===== src/rtl/pipe_stage_skid.sv =====
// Pipeline stage latch with valid/ready handshake and a 2-entry skid buffer.
// Carries LANES data words plus FLAG_W sideband flags as one word; empty stage emits a zero bubble.
module pipe_stage_skid #(
   parameter int unsigned DATA_W = 32,
   parameter int unsigned LANES  = 3,
   parameter int unsigned FLAG_W = 2
) (
   input  logic                      clk,
   input  logic                      clr,
   input  logic                      flush,
   input  logic                      in_valid,
   output logic                      in_ready,
   input  logic [LANES*DATA_W-1:0]   in_data,
   input  logic [FLAG_W-1:0]         in_flags,
   output logic                      out_valid,
   input  logic                      out_ready,
   output logic [LANES*DATA_W-1:0]   out_data,
   output logic [FLAG_W-1:0]         out_flags,
   output logic [1:0]                count
);

   localparam int unsigned PAY_W  = LANES * DATA_W;
   localparam int unsigned WORD_W = PAY_W + FLAG_W;

   typedef enum logic [1:0] {
      S_EMPTY = 2'd0,
      S_ONE   = 2'd1,
      S_TWO   = 2'd2
   } state_e;

   state_e              state_q, state_d;
   logic [WORD_W-1:0]   main_q, main_d;
   logic [WORD_W-1:0]   skid_q, skid_d;
   logic                in_ready_q, in_ready_d;
   logic                out_valid_q, out_valid_d;
   logic [1:0]          count_q, count_d;

   logic                accept;
   logic                pop;
   logic [WORD_W-1:0]   in_word;

   // Handshake terms use only registered ready/valid, keeping out_ready off the in_ready path.
   always_comb begin
      accept  = in_valid & in_ready_q;
      pop     = out_valid_q & out_ready;
      in_word = {in_flags, in_data};
   end

   // Next-state and storage movement; flush overrides every transition.
   always_comb begin
      state_d = state_q;
      main_d  = main_q;
      skid_d  = skid_q;
      if (flush) begin
         state_d = S_EMPTY;
         main_d  = '0;
         skid_d  = '0;
      end else begin
         case (state_q)
            S_EMPTY: begin
               if (accept) begin
                  state_d = S_ONE;
                  main_d  = in_word;
               end
            end
            S_ONE: begin
               case ({accept, pop})
                  2'b10: begin
                     state_d = S_TWO;
                     skid_d  = in_word;
                  end
                  2'b11: begin
                     main_d  = in_word;
                  end
                  2'b01: begin
                     state_d = S_EMPTY;
                     main_d  = '0;
                  end
                  default: begin
                     state_d = S_ONE;
                  end
               endcase
            end
            S_TWO: begin
               if (pop) begin
                  state_d = S_ONE;
                  main_d  = skid_q;
                  skid_d  = '0;
               end
            end
            default: begin
               state_d = S_EMPTY;
               main_d  = '0;
               skid_d  = '0;
            end
         endcase
      end
   end

   // Status outputs are precomputed from the next state so they leave straight from flops.
   always_comb begin
      in_ready_d  = (state_d != S_TWO);
      out_valid_d = (state_d != S_EMPTY);
      case (state_d)
         S_ONE:   count_d = 2'd1;
         S_TWO:   count_d = 2'd2;
         default: count_d = 2'd0;
      endcase
   end

   always_ff @(posedge clk or posedge clr) begin
      if (clr) begin
         state_q     <= S_EMPTY;
         main_q      <= '0;
         skid_q      <= '0;
         in_ready_q  <= 1'b1;
         out_valid_q <= 1'b0;
         count_q     <= 2'd0;
      end else begin
         state_q     <= state_d;
         main_q      <= main_d;
         skid_q      <= skid_d;
         in_ready_q  <= in_ready_d;
         out_valid_q <= out_valid_d;
         count_q     <= count_d;
      end
   end

   // Head word masked by valid so an empty stage always presents a NOP.
   always_comb begin
      in_ready  = in_ready_q;
      out_valid = out_valid_q;
      count     = count_q;
      out_data  = main_q[PAY_W-1:0] & {PAY_W{out_valid_q}};
      out_flags = main_q[WORD_W-1:PAY_W] & {FLAG_W{out_valid_q}};
   end

endmodule


===== config.mk =====
export PLATFORM = sky130hd
export DESIGN_NAME = pipe_stage_skid
export DESIGN_NICKNAME = d
export VERILOG_FILES = /design/src/rtl/pipe_stage_skid.sv
export SDC_FILE = /design/constraint.sdc
export NUM_CORES = 1
export LEC_CHECK = 0
export CAP_MARGIN = 20
export CORE_MARGIN = 2
export CORE_UTILIZATION = 45
export CTS_CLUSTER_DIAMETER = 40
export CTS_CLUSTER_SIZE = 12
export DETAILED_ROUTE_END_ITERATION = 10
export PLACE_DENSITY = 0.71
export SLEW_MARGIN = 20
export SYNTH_ARGS = -nofsm -noshare
export SYNTH_HDL_FRONTEND = slang
export SYNTH_SLANG_ARGS = --single-unit
export TNS_END_PERCENT = 50

===== constraint.sdc =====
create_clock -name clk -period 19.3 [get_ports clk]
set_input_delay 4.825 -clock clk [delete_from_list [all_inputs] [get_ports clk]]
set_output_delay 4.825 -clock clk [all_outputs]
set_load 0.02 [all_outputs]

==> results of run 1 <==
[cell families (layout without fill, tap and decap cells)]
| kind of cell | after synthesis | count (layout) | share of synthesized area |
|---|---|---|---|
| other | 0 | 1 | 0 |
| buffers and inverters | 110 | 278 | 0.0512 |
| muxes | 98 | 98 | 0.0949 |
| AOI/OAI and AO/OA | 307 | 307 | 0.203 |
| DFF | 202 | 202 | 0.489 |
| and+or+nand+nor | 307 | 307 | 0.162 |
[registers in the layout (all words and copies together), names as in the netlist]
name / flops
state_q: 2
out_valid: 1
in_ready: 1
main_q: 98
count: 2
skid_q: 98
[metrics by stage]
step	cell area (um^2)	util	instances	power (mW)
floorplan	10300	-	1024	0.606
global route	13700	0.605	1478	1.39
detailed placement	12300	0.546	1415	0.680
global placement	12300	0.546	1415	0.677
CTS	13600	0.602	1475	1.35
finish	13700	0.605	1478	1.34
[final timing paths]
| check | start | endpoint | slack (ns) | cells after the start |
|---|---|---|---|---|
| setup / recovery | out_ready | main_q[68] | 11.79 | 6 |
| hold / removal | skid_q[34] | skid_q[34] | 0.54 | 2 |
| setup reg to reg | out_valid | main_q[68] | 15.52 | 6 |
| hold reg to reg | skid_q[34] | skid_q[34] | 0.54 | 2 |
| max in group asynchronous | clr | main_q[95] | 13.16 | 3 |
| min in group asynchronous | clr | main_q[12] | 4.89 | 2 |
[cell type report]
type,instances,area [um^2]
multi-input cells,712,4780
clock inverters,14,246
diodes,1,2.50
clock buffers,46,1020
flip-flops and latches,202,5060
fillers,1880,8910
repair buffers,216,2180
inverters,2,20.0
well taps,285,357
[cells in the final DEF, fill, tap and decap left out, types with 2 or more instances in the layout]
| cell type | count |
|---|---|
| clkdlybuf4s50_1 | 203 |
| dfrtp_1 | 199 |
| nand2_1 | 100 |
| a21oi_1 | 100 |
| and2_1 | 99 |
| nand2b_1 | 99 |
| mux2i_1 | 98 |
| o21ai_0 | 85 |
| o32ai_1 | 78 |
| clkbuf_16 | 37 |
| o32ai_2 | 20 |
| o21ai_1 | 14 |
| buf_4 | 9 |
| clkbuf_8 | 7 |
| bufinv_16 | 6 |
| clkinvlp_4 | 4 |
| clkbuf_1 | 3 |
| o31ai_1 | 2 |
| a211oi_1 | 2 |
| nor2_4 | 2 |
| a21oi_4 | 2 |
| nor2_1 | 2 |
| inv_8 | 2 |
| buf_16 | 2 |
[metal layers]
metal | up-vias | share of wire | GRT usage
met3 | 54 | 0.057 | 0.0397
met4 | 0 | 0.031 | 0.0909
met1 | 4042 | 0.44 | 0.302
li1 | 3922 | - | -
met2 | 269 | 0.47 | 0.359
met5 | - | 0 | 0
[power breakdown]
group / internal, mW / switching [mW] / total [mW]
clock network: 0.452 / 0.210 / 0.662
registers: 0.453 / 0.0183 / 0.471
logic: 0.0826 / 0.122 / 0.204
[critical path, cell delays in order]
cell and delay, ns:
clkdlybuf4s50_1 0.52, and2_1 0.41, nor2_1 0.14, a21oi_4 0.86
buf_4 0.82, o32ai_1 0.17
==> impl_results.md, run 1 <==
* Final Hold Violating Endpoints at 0
* Die width at 156 um
* Crit path arrival time at 7.82 ns
* Top area cells in the synthesized netlist: dfrtp_1, mux2i_1, o32ai_1, and2_1, nand2b_1
* Outcome: finished clean
* Required time of the critical path at 19.62 ns
* Via-per-instance ratio at 5.61
* Kind of path behind the tightest hold check: reg -> reg
* Routability-driven placement congestion ratio at 0.764
* Number of pins exceeding their max-slew limit in the final report at 0
* Post-synthesis net count at 1,127
* Latest clock arrival within the worst-skew pair at 0.50 ns
* Worst Hold Slack at 0.538 ns
* Number of global-route vias before repair at 8,266
* Worst-path fanout max at 64
* Worst clock skew on the final layout at 0.0177 ns
* Cell area power density at 97.8 nW/um^2
* Most common cell in the synthesized netlist: dfrtp_1
* Pre-CTS setup slack at 11.27 ns
* Pin slew with the least headroom to its limit at 1.07 ns
* Hold-fix buffers, CTS at 0
* Cell chosen for the clock root: clkbuf_16
* Largest net degree at the start of global routing at 177
* EDFF count, synth at 0
* Max-capacitance violation count at 0
* Sequential-to-total area share from yosys stat at 0.489
* Height of the die at 156 um
* Count of warnings emitted by yosys at 0
* DR iter-0 viols at 515
* Antenna-violating nets left at 0
* Inserted Clock Buffers at 34
* Main synth FF type: dfrtp_1
* Top-area cell type share of the netlist area at 0.486
* Summed instance area of the synthesized netlist at 10,300 um^2
* Avg Inst Size Synth at 10.1 um^2
* I/O pin count at 205
* Type of the worst setup path: in -> reg
* Setup crit start kind: input port
* Starting density of the core at 0.458
* Mapped Cells at 1,024
* First-pass GRT wire length at 43,700 um
* Quantity of I/O buffers inserted on ports at 204
* Final TNS setup at 0 ns
* Portion of the clock cycle consumed by the worst path in the final layout at 0.389
* Setup repair bufs after CTS at 0
* Detailed-route via count at 8,287
* Netlist cell types at 32
* Async set-reset flop share out of synthesis at 1.00
* Share of cells above drive strength 1 at 0.0847
* Rel. slew slack at 0.288
* Growth of design area from synthesis to finish at 32.1%
* Max clock buf depth at 3
* Number of levels the H-tree was split into at 2
* Global route overflow at 0
* Clock-pin slew reported for the worst setup and hold paths after clock tree synthesis at 0.05 ns
* Total Nets Final at 1,271
* Final number of setup-violating endpoints at 0
* Die Outline Area at 24,200 um^2
* Maximum clock rate at 133 MHz
* Average wire per standard cell at 18.6 um
* Peak supply drop at 55.4 uV
* DR DRC count at 0
* Number of placement rows at 55
* Number of flip-flops and latches in the synthesized netlist at 202
* CTS tree: done
* Ranking of synthesized cells by instance count: dfrtp_1, a21oi_1, nand2_1, and2_1, nand2b_1
* Initial antenna violation count at 2
* Total routing usage reported by global routing at 0.224
* Number of sinks on the clock net at 202
* Placeable core region at 22,600 um^2
* Final worst slack at 11.79 ns
* DR pass1 iterations at 5
* LEAKAGE at 5.24 nW
* Shortest period the worst path allows at 7.51 ns
* Cell accounting for the most synthesized area: dfrtp_1
* Critical path capture point type: flip-flop
* Unrepaired setup endpoints after global routing: false
* Half-perimeter wire length after placement at 15,100 um
* CTS-repair resized insts at 0
* Total wirelength of the detailed-routed design at 27,400 um
Note: power is estimated with default switching activity, not from simulation.
==> inputs of run 2 (changes only) <==
--- a/config.mk
+++ b/config.mk
@@ -11,7 +11,7 @@
 export CTS_CLUSTER_DIAMETER = 40
 export CTS_CLUSTER_SIZE = 12
 export DETAILED_ROUTE_END_ITERATION = 10
-export PLACE_DENSITY = 0.71
+export PLACE_DENSITY = 0.74
 export SLEW_MARGIN = 20
 export SYNTH_ARGS = -nofsm -noshare
 export SYNTH_HDL_FRONTEND = slang
==> constraint.sdc (replaced) <==
create_clock -name clk -period 6.3 [get_ports clk]
set_input_delay 1.575 -clock clk [delete_from_list [all_inputs] [get_ports clk]]
set_output_delay 1.575 -clock clk [all_outputs]
set_load 0.02 [all_outputs]
==> impl_results.md, run 2 (synthesis results as in run 1) <==
* Number of pins exceeding their max-slew limit in the final report at 0
* DR DRC count at 0
* Largest incremental delay on the critical path at 0.69 ns
* LEAKAGE at 5.25 nW
* Starting density of the core at 0.458
* Setup slack on the worst flop-to-flop path at 2.95 ns
* Number of placement rows at 55
* Largest registers: main_q: 98 flops, skid_q: 98 flops
* Growth of design area from synthesis to finish at 31.9%
* Hold-fix buffers, CTS at 0
* Master of the slowest instance on the critical path: dfrtp_2
* Maximum clock rate at 238 MHz
* Die Outline Area at 24,200 um^2
* DR iter-0 viols at 390
* Number of global-route vias before repair at 8,461
* Kind of path behind the tightest hold check: reg -> reg
* Die width at 156 um
* Latest clock arrival within the worst-skew pair at 0.49 ns
* I/O pin count at 205
* Number of inserted diodes at 0
* Cell area power density at 295 nW/um^2
* Half-perimeter wire length after placement at 15,500 um
* Largest net degree at the start of global routing at 177
* Setup repair bufs after CTS at 0
* Crit path arrival time at 2.62 ns
* Max-capacitance violation count at 0
* Reg-to-reg endpoint: main_q[59]
* Total wirelength of the detailed-routed design at 27,100 um
* Final TNS setup at 0 ns
* Global route overflow at 0
* Cell breakdown of the critical path: buf_4, and2_1, clkdlybuf4s50_1
* Portion of the clock cycle consumed by the worst path in the final layout at 0.666
* Worst clock skew on the final layout at 0.0168 ns
* Total Nets Final at 1,277
* Antenna-violating nets left at 0
* Pin slew with the least headroom to its limit at 1.11 ns
* Routability-driven placement congestion ratio at 0.765
* First-pass GRT wire length at 43,600 um
* Most frequent cells in the layout: clkdlybuf4s50_1, dfrtp_1, nand2_1, a21oi_1
* Outcome: finished clean
* Rel. slew slack at 0.263
* Commonest non-fill, non-tap cell in the layout: clkdlybuf4s50_1
* Initial antenna violation count at 0
* Quantity of I/O buffers inserted on ports at 204
* Inserted Clock Buffers at 35
* Tot Pwr at 4.03 mW
* Peak supply drop at 145 uV
* Unrepaired setup endpoints after global routing: false
* Type of the worst setup path: reg -> out
* Worst-path fanout max at 63
* Via-per-instance ratio at 5.59
* Detailed-route via count at 8,289
* Height of the die at 156 um
* DR pass1 iterations at 4
* Endpoint, Worst Hold: skid_q[42]
* Share of cells above drive strength 1 at 0.0892
* Cells on worst reg2reg path at 5
* Clock-pin slew reported for the worst setup and hold paths after clock tree synthesis at 0.05 ns
* Number of buffers and inverters on the critical path at 2
* Count of filler cells inserted in the layout at 1,924
* Setup crit start kind: flip-flop
* Total routing usage reported by global routing at 0.222
* Worst Hold Depth at 2
* Cell chosen for the clock root: clkbuf_16
* RR Startpoint: state_q[1]
* Critical path capture point type: output pin
* Final Hold Violating Endpoints at 0
* CTS-repair resized insts at 0
* Required time of the critical path at 4.72 ns
* Shortest period the worst path allows at 4.20 ns
* CTS tree: done
* Average wire per standard cell at 18.2 um
* Number of levels the H-tree was split into at 2
* Final number of setup-violating endpoints at 0
* Number of sinks on the clock net at 202
* CP delay by family, top: buffers and inverters
* Hold path startpoint: skid_q[42]
* Max clock buf depth at 3
* Placeable core region at 22,600 um^2
## run 2: layout make-up
class                   count  area (um^2)  area share
flip-flops and latches    202         5060       0.371
clock buffers              44          982      0.0720
clock inverters            18          236      0.0173
repair buffers            221         2220       0.163
inverters                   2         11.3    0.000826
well taps                 285          357      0.0261
multi-input cells         712         4780       0.350
## run 2: per-stage QoR
step	area [um^2]	hold WS [ns]	setup slack, ns	util	instances
after CTS	13600	0.540	2.02	0.602	1482
after floorplan	10300	0.511	2.11	-	1024
after detailed placement	12400	0.533	2.28	0.548	1420
final	13600	0.538	2.10	0.604	1484
after global routing	13600	0.563	1.87	0.604	1484
after global placement	12400	0.527	2.35	0.548	1420
## run 2: worst reg2reg max path: stages (launching register included)
cell	delay (ns)
dfrtp_4	0.92
buf_4	0.98
nor2_1	0.23
a21oi_4	0.21
buf_4	0.62
o32ai_1	0.24
## run 2: worst max-delay path by stage
stage | from | slack (ns) | cells after the start | to
finish | out_valid | 2.10 | 3 | out_data[89]
global route | out_valid | 1.87 | 3 | out_data[91]
CTS | out_valid | 2.02 | 3 | out_data[90]
detailed placement | in_valid | 2.28 | 5 | main_q[19]
global placement | out_ready | 2.35 | 6 | skid_q[18]
floorplan | clr | 2.11 | 1 | count[0]
## run 2: metal layers
metal,up-vias,track usage,part of all wire
li1,3931,-,-
met1,4077,0.297,0.45
met2,233,0.365,0.48
met3,48,0.0392,0.050
met4,0,0.0778,0.024
met5,-,0,0
## run 2: report_power, final
part           total (mW)  internal, mW  switching (mW)
Clock                1.96          1.31           0.646
Combinational       0.620         0.256           0.364
Sequential           1.45          1.39          0.0621
==> inputs of run 3 (changes only) <==
--- a/config.mk
+++ b/config.mk
@@ -11,7 +11,7 @@
 export CTS_CLUSTER_DIAMETER = 40
 export CTS_CLUSTER_SIZE = 12
 export DETAILED_ROUTE_END_ITERATION = 10
-export PLACE_DENSITY = 0.74
+export PLACE_DENSITY = 0.71
 export SLEW_MARGIN = 20
 export SYNTH_ARGS = -nofsm -noshare
 export SYNTH_HDL_FRONTEND = slang
==> constraint.sdc (replaced) <==
create_clock -name clk -period 4.1 [get_ports clk]
set_input_delay 1.025 -clock clk [delete_from_list [all_inputs] [get_ports clk]]
set_output_delay 1.025 -clock clk [all_outputs]
set_load 0.02 [all_outputs]
==> impl_results.md, run 3 (synthesis results as in run 1) <==
* Max-capacitance violation count at 0
* Type of the worst setup path: reg -> out
* Worst Hold Slack at 0.537 ns
* Number of pins exceeding their max-slew limit in the final report at 0
* Final TNS setup at 0 ns
* Largest registers: main_q: 98 flops, skid_q: 98 flops
* Height of the die at 156 um
* Unrepaired setup endpoints after global routing: false
* Final Hold Violating Endpoints at 0
* Die width at 156 um
* Routability-driven placement congestion ratio at 0.761
* Number of sinks on the clock net at 202
* Portion of the clock cycle consumed by the worst path in the final layout at 0.819
* Growth of design area from synthesis to finish at 32.9%
* Max clock buf depth at 3
* Clock-pin slew reported for the worst setup and hold paths after clock tree synthesis at 0.05 ns
* DR DRC count at 0
* Die Outline Area at 24,200 um^2
* Shortest period the worst path allows at 3.36 ns
* Peak supply drop at 275 uV
* Cell area power density at 456 nW/um^2
* Latest clock arrival within the worst-skew pair at 0.49 ns
* Average wire per standard cell at 18.2 um
* I/O pin count at 205
* Cell area reported after detailed placement at 12,500 um^2
* Required time of the critical path at 3.07 ns
* Final number of setup-violating endpoints at 0
* Half-perimeter wire length after placement at 15,600 um
* Number of placement rows at 55
* Maximum clock rate at 298 MHz
* Post-route design area at 13,700 um^2
* Count of filler cells inserted in the layout at 1,896
* Critical path capture point type: output pin
* Pin slew with the least headroom to its limit at 1.00 ns
* Largest net degree at the start of global routing at 131
* Setup crit start kind: flip-flop
* Share of cells above drive strength 1 at 0.0923
* CTS-repair resized insts at 0
* Worst-path fanout max at 75
* Antenna-violating nets left at 0
* Most frequent cells in the layout: clkdlybuf4s50_1, dfrtp_1, nand2_1, a21oi_1
* Cell chosen for the clock root: clkbuf_16
* Setup repair bufs after CTS at 0
* First-pass GRT wire length at 44,000 um
* Hold-fix buffers, CTS at 0
* Global route overflow at 0
* Placeable core region at 22,600 um^2
* Number of global-route vias before repair at 8,280
* Quantity of I/O buffers inserted on ports at 204
* DR pass1 iterations at 4
* Rel. slew slack at 0.332
* Number of levels the H-tree was split into at 2
* Initial antenna violation count at 3
* Detailed-route via count at 8,360
* Total wirelength of the detailed-routed design at 27,100 um
* Via-per-instance ratio at 5.61
* Total Nets Final at 1,280
* Commonest non-fill, non-tap cell in the layout: clkdlybuf4s50_1
* Starting density of the core at 0.458
* Setup slack on the worst flop-to-flop path at 1.42 ns
* DR iter-0 viols at 491
* Total routing usage reported by global routing at 0.222
* Kind of path behind the tightest hold check: reg -> reg
* Crit path arrival time at 2.33 ns
* CTS tree: done
* Worst clock skew on the final layout at 0.0147 ns
* LEAKAGE at 5.29 nW
* Inserted Clock Buffers at 35
* Outcome: finished clean
-- run 3: worst paths after layout --
kind / start / cells after the start / endpoint
worst max register to register: out_valid / 6 / main_q[81]
min in group asynchronous: clr / 2 / main_q[73]
max in group asynchronous: clr / 3 / skid_q[41]
worst max-delay path: out_valid / 3 / out_data[94]
worst min register to register: skid_q[35] / 2 / skid_q[35]
worst min-delay path: skid_q[35] / 2 / skid_q[35]
-- run 3: layout make-up --
cell class / instances / area (um^2) / area share
tap: 285 / 357 / 0.0259
clock buffer: 46 / 1020 / 0.0742
antenna: 2 / 5.00 / 0.000364
sequential: 202 / 5060 / 0.368
clock inverter: 16 / 235 / 0.0171
inverter: 2 / 11.3 / 0.000819
multi-input combinational: 712 / 4780 / 0.347
timing repair buffer: 224 / 2280 / 0.166
-- run 3: worst max-delay path: stages, from the launching register on --
cell and delay [ns]:
dfrtp_2 0.64, buf_12 0.31, and2_1 0.18, clkdlybuf4s50_1 0.67
-- run 3: routing by layer --
metal / up-vias / GRT usage / wire (um)
met3: 52 / 0.0497 / 1610
met5: - / 0 / 13
met2: 234 / 0.343 / 12400
met4: 2 / 0.0708 / 666
met1: 4130 / 0.313 / 12400
li1: 3942 / - / -
-- run 3: stage by stage --
stage                     worst slack, ns  utilization  total power, mW  instances
after floorplan                     0.460            -             2.85       1024
after global placement              0.999        0.553             3.22       1425
after detailed placement            0.944        0.553             3.23       1425
after CTS                           0.712        0.609             6.34       1487
after global routing                0.639        0.609             6.53       1488
final                               0.743        0.609             6.28       1489
-- run 3: power by group --
part | internal, mW | switching, mW | total [mW]
logic | 0.406 | 0.574 | 0.980
registers | 2.13 | 0.0861 | 2.22
clock network | 2.07 | 1.01 | 3.08
